$ cat src/rtl/wb_pkg.sv
// Shared constants for the write-back side of the core.
//   - WD_SEL_*  : write-back data select encodings (anything else selects zero).
//   - F3_*      : load funct3 encodings understood by load_ext.
package wb_pkg;

  localparam logic [2:0] WD_SEL_ALU  = 3'd1;
  localparam logic [2:0] WD_SEL_DMEM = 3'd2;
  localparam logic [2:0] WD_SEL_UEXT = 3'd3;
  localparam logic [2:0] WD_SEL_PC4  = 3'd4;

  localparam logic [2:0] F3_LB  = 3'b000;
  localparam logic [2:0] F3_LH  = 3'b001;
  localparam logic [2:0] F3_LW  = 3'b010;
  localparam logic [2:0] F3_LBU = 3'b100;
  localparam logic [2:0] F3_LHU = 3'b101;

endpackage

$ cat src/rtl/load_ext.sv
// Combinational load-data extractor.
// Picks the byte / half / word addressed by the byte offset out of an aligned
// little-endian DMEM word and sign- or zero-extends it to XLEN.
// Ports:
//   funct3 : load type (LB/LH/LW/LBU/LHU; other codes fault)
//   off    : byte offset within the word (address bits [1:0])
//   word   : raw aligned word read from DMEM
//   data   : extracted, extended load data (0 on fault)
//   fault  : misaligned access or unsupported funct3
module load_ext
  import wb_pkg::*;
#(
  parameter int XLEN = 32
) (
  input  logic [2:0]      funct3,
  input  logic [1:0]      off,
  input  logic [XLEN-1:0] word,
  output logic [XLEN-1:0] data,
  output logic            fault
);

  logic [7:0]  w_byte;
  logic [15:0] w_half;

  // Byte lane k sits at word[8k+7:8k]; halves are only taken at off 0 or 2.
  assign w_byte = word[{off, 3'b000} +: 8];
  assign w_half = word[{off[1], 4'b0000} +: 16];

  always_comb begin
    data  = '0;
    fault = 1'b0;
    case (funct3)
      F3_LB:  data = {{(XLEN-8){w_byte[7]}}, w_byte};
      F3_LBU: data = {{(XLEN-8){1'b0}}, w_byte};
      F3_LH: begin
        if (off[0]) fault = 1'b1;
        else        data  = {{(XLEN-16){w_half[15]}}, w_half};
      end
      F3_LHU: begin
        if (off[0]) fault = 1'b1;
        else        data  = {{(XLEN-16){1'b0}}, w_half};
      end
      F3_LW: begin
        if (off != 2'b00) fault = 1'b1;
        else              data  = word;
      end
      default: fault = 1'b1;
    endcase
  end

endmodule

$ cat src/rtl/mem_wb_reg.sv
// MEM/WB pipeline register.
// Captures MEM-stage control/data every cycle, extracts the loaded value from
// the raw DMEM word (via load_ext) and presents registered results to the
// write-back mux and register file. One cycle latency, all outputs registered.
// Edge priority: reset (rst_n low, synchronous) > flush > stall > capture.
// Ports:
//   clk, rst_n            : clock (rising edge), synchronous active-low reset
//   stall / flush         : hold all outputs / insert a bubble
//   valid_i .. dmem_word_i: MEM-stage instruction fields and raw DMEM word
//   valid_o .. pc_o       : registered copies (rf_we_o is qualified)
//   dmem_rd_o             : extracted load data (0 unless a good DMEM load)
//   ld_fault_o            : misaligned/unsupported load now in WB
// Optional build macro MEM_WB_PERF_EN adds retired_cnt_o and stall_cnt_o.
module mem_wb_reg
  import wb_pkg::*;
#(
  parameter int XLEN   = 32,
  parameter int REG_AW = 5
) (
  input  logic              clk,
  input  logic              rst_n,
  input  logic              stall,
  input  logic              flush,
  input  logic              valid_i,
  input  logic [2:0]        wd_sel_i,
  input  logic              rf_we_i,
  input  logic [REG_AW-1:0] rd_i,
  input  logic [2:0]        funct3_i,
  input  logic [XLEN-1:0]   alu_result_i,
  input  logic [XLEN-1:0]   u_ext_i,
  input  logic [XLEN-1:0]   pc_i,
  input  logic [XLEN-1:0]   dmem_word_i,
  output logic              valid_o,
  output logic [2:0]        wd_sel_o,
  output logic              rf_we_o,
  output logic [REG_AW-1:0] rd_o,
  output logic [XLEN-1:0]   alu_result_o,
  output logic [XLEN-1:0]   u_ext_o,
  output logic [XLEN-1:0]   pc_o,
  output logic [XLEN-1:0]   dmem_rd_o,
  output logic              ld_fault_o
`ifdef MEM_WB_PERF_EN
  ,
  output logic [31:0]       retired_cnt_o,
  output logic [31:0]       stall_cnt_o
`endif
);

  logic [XLEN-1:0] w_ld_data;
  logic            w_ld_fault_raw;
  logic            w_is_load;
  logic            w_fault;
  logic [XLEN-1:0] w_dmem_rd;
  logic            w_rf_we;

  load_ext #(.XLEN(XLEN)) u_load_ext (
    .funct3 (funct3_i),
    .off    (alu_result_i[1:0]),
    .word   (dmem_word_i),
    .data   (w_ld_data),
    .fault  (w_ld_fault_raw)
  );

  // Extraction results only matter for DMEM write-back; other selects never fault.
  assign w_is_load = (wd_sel_i == WD_SEL_DMEM);
  assign w_fault   = w_is_load & w_ld_fault_raw;
  assign w_dmem_rd = (w_is_load & ~w_ld_fault_raw) ? w_ld_data : '0;
  // x0 is hard-wired zero, so a write to it is dropped here rather than in the RF.
  assign w_rf_we   = valid_i & rf_we_i & (rd_i != '0) & ~w_fault;

  logic              r_valid;
  logic [2:0]        r_wd_sel;
  logic              r_rf_we;
  logic [REG_AW-1:0] r_rd;
  logic [XLEN-1:0]   r_alu_result;
  logic [XLEN-1:0]   r_u_ext;
  logic [XLEN-1:0]   r_pc;
  logic [XLEN-1:0]   r_dmem_rd;
  logic              r_ld_fault;

  always_ff @(posedge clk) begin
    if (!rst_n || flush) begin
      r_valid      <= 1'b0;
      r_wd_sel     <= 3'd0;
      r_rf_we      <= 1'b0;
      r_rd         <= '0;
      r_alu_result <= '0;
      r_u_ext      <= '0;
      r_pc         <= '0;
      r_dmem_rd    <= '0;
      r_ld_fault   <= 1'b0;
    end else if (!stall) begin
      r_valid      <= valid_i;
      r_wd_sel     <= wd_sel_i;
      r_rf_we      <= w_rf_we;
      r_rd         <= rd_i;
      r_alu_result <= alu_result_i;
      r_u_ext      <= u_ext_i;
      r_pc         <= pc_i;
      r_dmem_rd    <= w_dmem_rd;
      r_ld_fault   <= valid_i & w_fault;
    end
  end

  assign valid_o      = r_valid;
  assign wd_sel_o     = r_wd_sel;
  assign rf_we_o      = r_rf_we;
  assign rd_o         = r_rd;
  assign alu_result_o = r_alu_result;
  assign u_ext_o      = r_u_ext;
  assign pc_o         = r_pc;
  assign dmem_rd_o    = r_dmem_rd;
  assign ld_fault_o   = r_ld_fault;

`ifdef MEM_WB_PERF_EN
  logic [31:0] r_retired_cnt;
  logic [31:0] r_stall_cnt;

  // Both counters wrap naturally at 2^32.
  always_ff @(posedge clk) begin
    if (!rst_n) begin
      r_retired_cnt <= '0;
      r_stall_cnt   <= '0;
    end else begin
      if (!flush && !stall && valid_i) r_retired_cnt <= r_retired_cnt + 32'd1;
      if (stall && !flush)             r_stall_cnt   <= r_stall_cnt + 32'd1;
    end
  end

  assign retired_cnt_o = r_retired_cnt;
  assign stall_cnt_o   = r_stall_cnt;
`endif

endmodule

$ cat config.mk
export PLATFORM = sky130hd
export DESIGN_NAME = mem_wb_reg
export DESIGN_NICKNAME = d
export VERILOG_FILES = /design/src/rtl/wb_pkg.sv /design/src/rtl/load_ext.sv /design/src/rtl/mem_wb_reg.sv
export SDC_FILE = /design/constraint.sdc
export NUM_CORES = 1
export LEC_CHECK = 0
export BUFFER_PORTS_ARGS = -buffer_cell sky130_fd_sc_hd__clkbuf_2
export CAP_MARGIN = 20
export CORE_MARGIN = 10
export CORE_UTILIZATION = 45
export DETAILED_ROUTE_END_ITERATION = 12
export HOLD_SLACK_MARGIN = 0.03
export PLACE_DENSITY = 0.79
export SYNTH_ARGS = -nofsm -noshare
export SYNTH_HDL_FRONTEND = slang
export SYNTH_SLANG_ARGS = --single-unit
export TNS_END_PERCENT = 50
$ cat constraint.sdc
create_clock -name clk -period 2 [get_ports clk]
set_input_delay 0.3 -clock clk [delete_from_list [all_inputs] [get_ports clk]]
set_output_delay 0.3 -clock clk [all_outputs]
set_load 0.01 [all_outputs]
==> results.cfg, run 1 <==
[critical_path]
critical_path.endpoint = dmem_rd_o[14]$_SDFFE_PP0N_
critPathMaxFanout = 20
ff2ff_path_depth = 2
r2r_end = dmem_rd_o[14]$_SDFFE_PP0N_
start_kind = input pin
arrival_ps = 1730
cp-end-kind = flip-flop
crit_start = alu_result_i[0]
r2r_start = dmem_rd_o[14]$_SDFFE_PP0N_
crit_required_ps = 2330
r2r_slack_ps = 1200
critPathKind = in2reg

[clock_network]
cts_resized = 0
cts-root-buf = clkbuf_16
post_cts_buffers = 0
cts_tree = done
cts_made_buffers = 17
hold_buffers = 0
clockBufferDepth = 2
path_clk_slew_ps = 60
cts_sinks = 139
h-tree-depth = 4
clk_latency_ps = 410

[global_routing]
grt-ovfl-total = 0
grt_pass1_vias = 5316
antenna_found_initial = 0
grt_pass1_wl_um = 28080
grt_max_degree = 120
grt.total_usage_pct = 19.82

[drt]
drcViolationCount = 0
wl_per_cell_um = 17.28
vias = 5159
detail-route-antenna-nets = 0
wl_um = 17850
firstDrtPassIters = 4
dr.first_iter.drc_count = 418
routed_via_density = 4.994

[placed_design]
dpl.hpwl_um = 13660
gp_congestion = 0.8867
place_ws_ps = 193.0
placedInstanceArea_mm2 = 0.007134
portBuffers = 283

[cells_and_area]
diodes = 0
syn2layout_area_growth_pct = 38.36
fill_cells = 1050
mostFrequentLayoutCell = clkbuf_2
multi_input_area_mm2 = 0.002570
final_nets = 997
postLayoutCellArea_mm2 = 0.007731
final_cell_mix = clkbuf_2, dfxtp_1, mux2i_1, nor2_1, a21oi_1
drive_gt1_share_pct = 39.31
register_area_mm2 = 0.002783

[timing]
fin_crit_ps = 1394
max_freq_mhz = 717.3
rsz0062_at_grt = no
final_hold_viol_count = 0
fin_ws_ps = 605.8
setup_violations = 0
fin_crit_sh_pct = 69.71
slew_viol_final = 0
whs_ps = 109.9
relSlewSlack_pct = 45.77
skew_ps = 0
tightest_slew_ps = 813.4
final.setup.tns_ps = 0

[floorplanning]
start_util_pct = 46.33
fp.dieH_um = 131.4
io_pins = 284
fp.dieW_um = 131.4
num_rows = 40
dieArea_mm2 = 0.01728
core-area_mm2 = 0.01206

[synth]
synthFlopType = dfxtp_1
synth_top_area_share_pct = 49.80
synth_fp_nets = 727
synth_area_mm2 = 0.005588
synth_seq_cells = 139
yosysSeqAreaShare_pct = 49.80
avgSynthCellArea_um2 = 9.601
yosysTopAreaCell = dfxtp_1
synthTopCellsByArea = dfxtp_1, mux2i_1, nor2_1
yosysUniqueCellTypes = 41
synth-edff-count = 0
synthCells = 582
ys.warnings.count = 0
synthArstFlopShare_pct = 0

[hold_path]
hold_path.class = in2reg

[pwr]
cellLeakagePower_nw = 3.840
powerDensity_mw_per_mm2 = 864.1
peakVddDrop_v = 0.0005562

[run]
maxCapViolCount = 0

[outcome]
status = complete, no violations
[power breakdown]
| group | total, mW | switching (mW) | internal, mW |
|---|---|---|---|
| clock | 3.11 | 1.20 | 1.91 |
| combinational | 0.695 | 0.370 | 0.325 |
| sequential | 2.88 | 0.0362 | 2.84 |
[through the flow]
stage / power [mW] / cells / utilization, %
after floorplan: 3.322 / 582 / -
after detailed placement: 3.629 / 1001 / 59.15
after CTS: 6.737 / 1033 / 64.10
final: 6.680 / 1033 / 64.10
after global routing: 6.947 / 1033 / 64.10
after global placement: 3.619 / 1001 / 59.15
[critical path, cell delays in order]
cell      delay [ps]
clkbuf_2         150
or4_4            590
a21oi_4          150
buf_4            240
a21oi_1           70
a211oi_2         220
[worst min-delay path by stage]
stage,slack (ps),cells after the start,from,end
2_1_floorplan,440,2,alu_result_i[10],alu_result_o[10]$_SDFFE_PP0N_
3_3_place_gp,450,2,dmem_rd_o[23]$_SDFFE_PP0N_,dmem_rd_o[23]$_SDFFE_PP0N_
3_5_place_dp,450,2,dmem_rd_o[26]$_SDFFE_PP0N_,dmem_rd_o[26]$_SDFFE_PP0N_
4_1_cts,100,3,pc_i[27],pc_o[27]$_SDFFE_PP0N_
5_1_grt,110,3,pc_i[17],pc_o[17]$_SDFFE_PP0N_
6_report,110,3,pc_i[27],pc_o[27]$_SDFFE_PP0N_
[flip-flops by register name, indices dropped and copies added, names as in the netlist]
register,flops
wd_sel_o,3
pc_o,32
valid_o,1
rf_we_o,1
rd_o,5
alu_result_o,32
u_ext_o,32
ld_fault_o,1
dmem_rd_o,32
[cell usage after synthesis (2+ instances only)]
library cell / n
buf_1: 3
a21o_1: 2
mux2i_1: 107
buf_2: 8
dfxtp_1: 139
nand2b_1: 4
and2_1: 3
a211oi_2: 3
nor2_1: 107
o21ai_1: 3
nor3_1: 2
nand3_1: 7
a21oi_1: 37
buf_6: 4
o22ai_1: 12
buf_4: 3
and3_1: 17
nor2b_1: 9
clkbuf_1: 28
nor3b_1: 3
inv_1: 5
o21ai_0: 21
a32o_1: 7
o21a_1: 5
and2b_1: 2
nand2_1: 26
[area by class of cell]
class / count / share of cell area (%)
flip-flops and latches: 139 / 35.99
multi-input cells: 392 / 33.24
repair buffers: 297 / 20.08
clock buffers: 19 / 5.859
well taps: 168 / 2.719
clock inverters: 13 / 1.861
inverters: 5 / 0.2428
[layer usage]
layer / global-route usage, % / up-vias / wire, um
met4: 7.911 / 0 / 394
met5: 0 / - / 0
met3: 9.680 / 29 / 1965
met1: 21.18 / 2348 / 6915
li1: - / 2552 / -
met2: 32.89 / 230 / 8573
[cells by family (layout without fill, tap and decap cells)]
kind of cell | after synthesis | count (layout) | synth area share, %
buffers and inverters | 51 | 334 | 4.344
multiplexers | 108 | 108 | 19.57
flip-flops | 139 | 139 | 49.80
AO/OA/AOI/OAI | 97 | 97 | 10.95
AND/OR/NAND/NOR | 187 | 187 | 15.34
Note: power is estimated with default switching activity, not from simulation.
==> run 2, diff against run 1 <==
==> constraint.sdc (replaced) <==
create_clock -name clk -period 1.4 [get_ports clk]
set_input_delay 0.21 -clock clk [delete_from_list [all_inputs] [get_ports clk]]
set_output_delay 0.21 -clock clk [all_outputs]
set_load 0.01 [all_outputs]
==> run 2 against run 1 <==
Effect of this change:
- global-route usage grew 1.8 points
- first-iteration DRC count is 23% lower
- combinational power is 67% higher
- via count increased by 6.3%
- die area unchanged
- sequential power rose by 43%
- register-to-register slack got worse by 520 ps
- cell count is 5.6% higher
- clock power grew 40%
==> results.cfg, run 2 (synthesized netlist as in run 1, its figures left out) <==
[outcome]
status = complete, no violations

[placed_design]
gp_congestion = 0.8783
placedInstanceArea_mm2 = 0.007332
placedCellCount = 1020
portBuffers = 283
dpl.hpwl_um = 14310

[global_routing]
grt.total_usage_pct = 21.66
grt_max_degree = 72
grt_pass1_wl_um = 30610
antenna_found_initial = 0
grt-ovfl-total = 0
grt_pass1_vias = 5734

[critical_path]
start_kind = input pin
path_delay_family = multiplexers
critPathBufInv = 2
critPathKind = in2reg
crit_required_ps = 1690
arrival_ps = 1460
slowest_delay_ps = 530
critPathMaxFanout = 12
cp_slowest_cell = mux4_2
cp-end-kind = flip-flop
worstPathCellList = clkbuf_2, mux4_2, o2bb2ai_2, buf_4, o21ai_0, a21oi_1

[timing]
final.setup.tns_ps = 0
fin_crit_ps = 1170
relSlewSlack_pct = 73.15
tightest_slew_ps = 401.9
slew_viol_final = 0
setup_violations = 0
final_hold_viol_count = 0
max_freq_mhz = 855.0
fin_crit_sh_pct = 83.54
skew_ps = 0
rsz0062_at_grt = no

[clock_network]
clk_latency_ps = 400
clockBufferDepth = 2
cts_sinks = 139
post_cts_buffers = 0
cts_made_buffers = 17
cts_tree = done
h-tree-depth = 4
cts_resized = 0
cts-root-buf = clkbuf_16
path_clk_slew_ps = 60

[drt]
drcViolationCount = 0
wl_per_cell_um = 17.93
dr.first_iter.drc_count = 321
vias = 5485
routed_via_density = 5.027
wl_um = 19560
detail-route-antenna-nets = 0
firstDrtPassIters = 5

[pwr]
switching_share_pct = 23.36
combPwrFrac_pct = 12.0
power.internal_mw = 7.380
pwr-share-seq_pct = 42.7
p_switching_mw = 2.249
powerDensity_mw_per_mm2 = 1159
cellLeakagePower_nw = 4.122
peakVddDrop_v = 0.001288
finalPower_mw = 9.630
clkPwrFrac_pct = 45.2

[cells_and_area]
mostFrequentLayoutCell = clkbuf_2
final_cell_mix = clkbuf_2, dfxtp_1, mux2i_1, nor2_1, dlygate4sd3_1
diodes = 0
postLayoutCellArea_mm2 = 0.008312
instances_no_fill = 1091
drive_gt1_share_pct = 38.57
syn2layout_area_growth_pct = 48.75
final_nets = 1057

[floorplanning]
num_rows = 40
io_pins = 284
core-area_mm2 = 0.01206
start_util_pct = 46.33
fp.dieW_um = 131.4
dieArea_mm2 = 0.01728
fp.dieH_um = 131.4

[hold_path]
hold_path.class = in2reg

[run]
maxCapViolCount = 0
run 2: cell count changes in the layout (fill, tap and decap cells not counted), sizes merged:
cell,delta
clkinvlp,-3
clkbuf,+4
dlygate4sd3,+41
buf,+19
clkinv,-2
inv,-1
run 2: path summary, 6_finish.rpt:
kind                              start                         end  slack (ps)  cells after the start
max                     alu_result_i[1]  dmem_rd_o[18]$_SDFFE_PP0N_         230                      6
min                         u_ext_i[11]    u_ext_o[11]$_SDFFE_PP0N_          40                      3
max reg2reg  dmem_rd_o[14]$_SDFFE_PP0N_  dmem_rd_o[14]$_SDFFE_PP0N_         680                      2
min reg2reg  dmem_rd_o[17]$_SDFFE_PP0N_  dmem_rd_o[17]$_SDFFE_PP0N_         460                      2
run 2: power by group through the flow:
stage	clock, mW	sequential (mW)	combinational [mW]
after global routing	4.60	4.12	1.26
after CTS	4.43	4.11	1.15
after global placement	0	4.19	1.04
final	4.36	4.11	1.16
after detailed placement	0	4.19	1.05
after floorplan	0	4.24	0.511
run 2: timing repair:
| action | in CTS | in global routing |
|---|---|---|
| hold buffers | 40 | 1 |
| setup endpoints to repair | 0 | 0 |
| hold endpoints to repair | 40 | 1 |
run 2: worst min-delay path: cells and delay by family:
family / cells / cell delay (ps)
mux: 1 / 60
buf+inv: 1 / 80
simple gates: 1 / 70
run 2: through the flow:
stage | setup slack, ps | hold slack, ps | utilization [%]
after floorplan | -56.10 | 353.9 | -
after global placement | -145.4 | 437.3 | 60.79
after detailed placement | -178.7 | 447.4 | 60.79
after CTS | 236.0 | 30.28 | 68.83
after global routing | 112.2 | 35.62 | 68.91
final | 230.5 | 43.93 | 68.91
run 2: area by class of cell:
class / count / area [um2]
repair buffers: 357 / 2156
clock buffers: 23 / 478.0
clock inverters: 7 / 91.34
flip-flops and latches: 139 / 2783
multi-input cells: 392 / 2575
fillers: 928 / 3750
well taps: 168 / 210.2
inverters: 5 / 18.77
run 2: metal layers:
metal	wire [um]	vias up	GRT usage (%)	part of all wire, %
met5	0	-	0	0
met4	297	0	6.119	1.5
met3	2112	23	11.09	11
met2	9849	249	37.42	50
met1	7300	2535	22.56	37
li1	-	2678	-	-
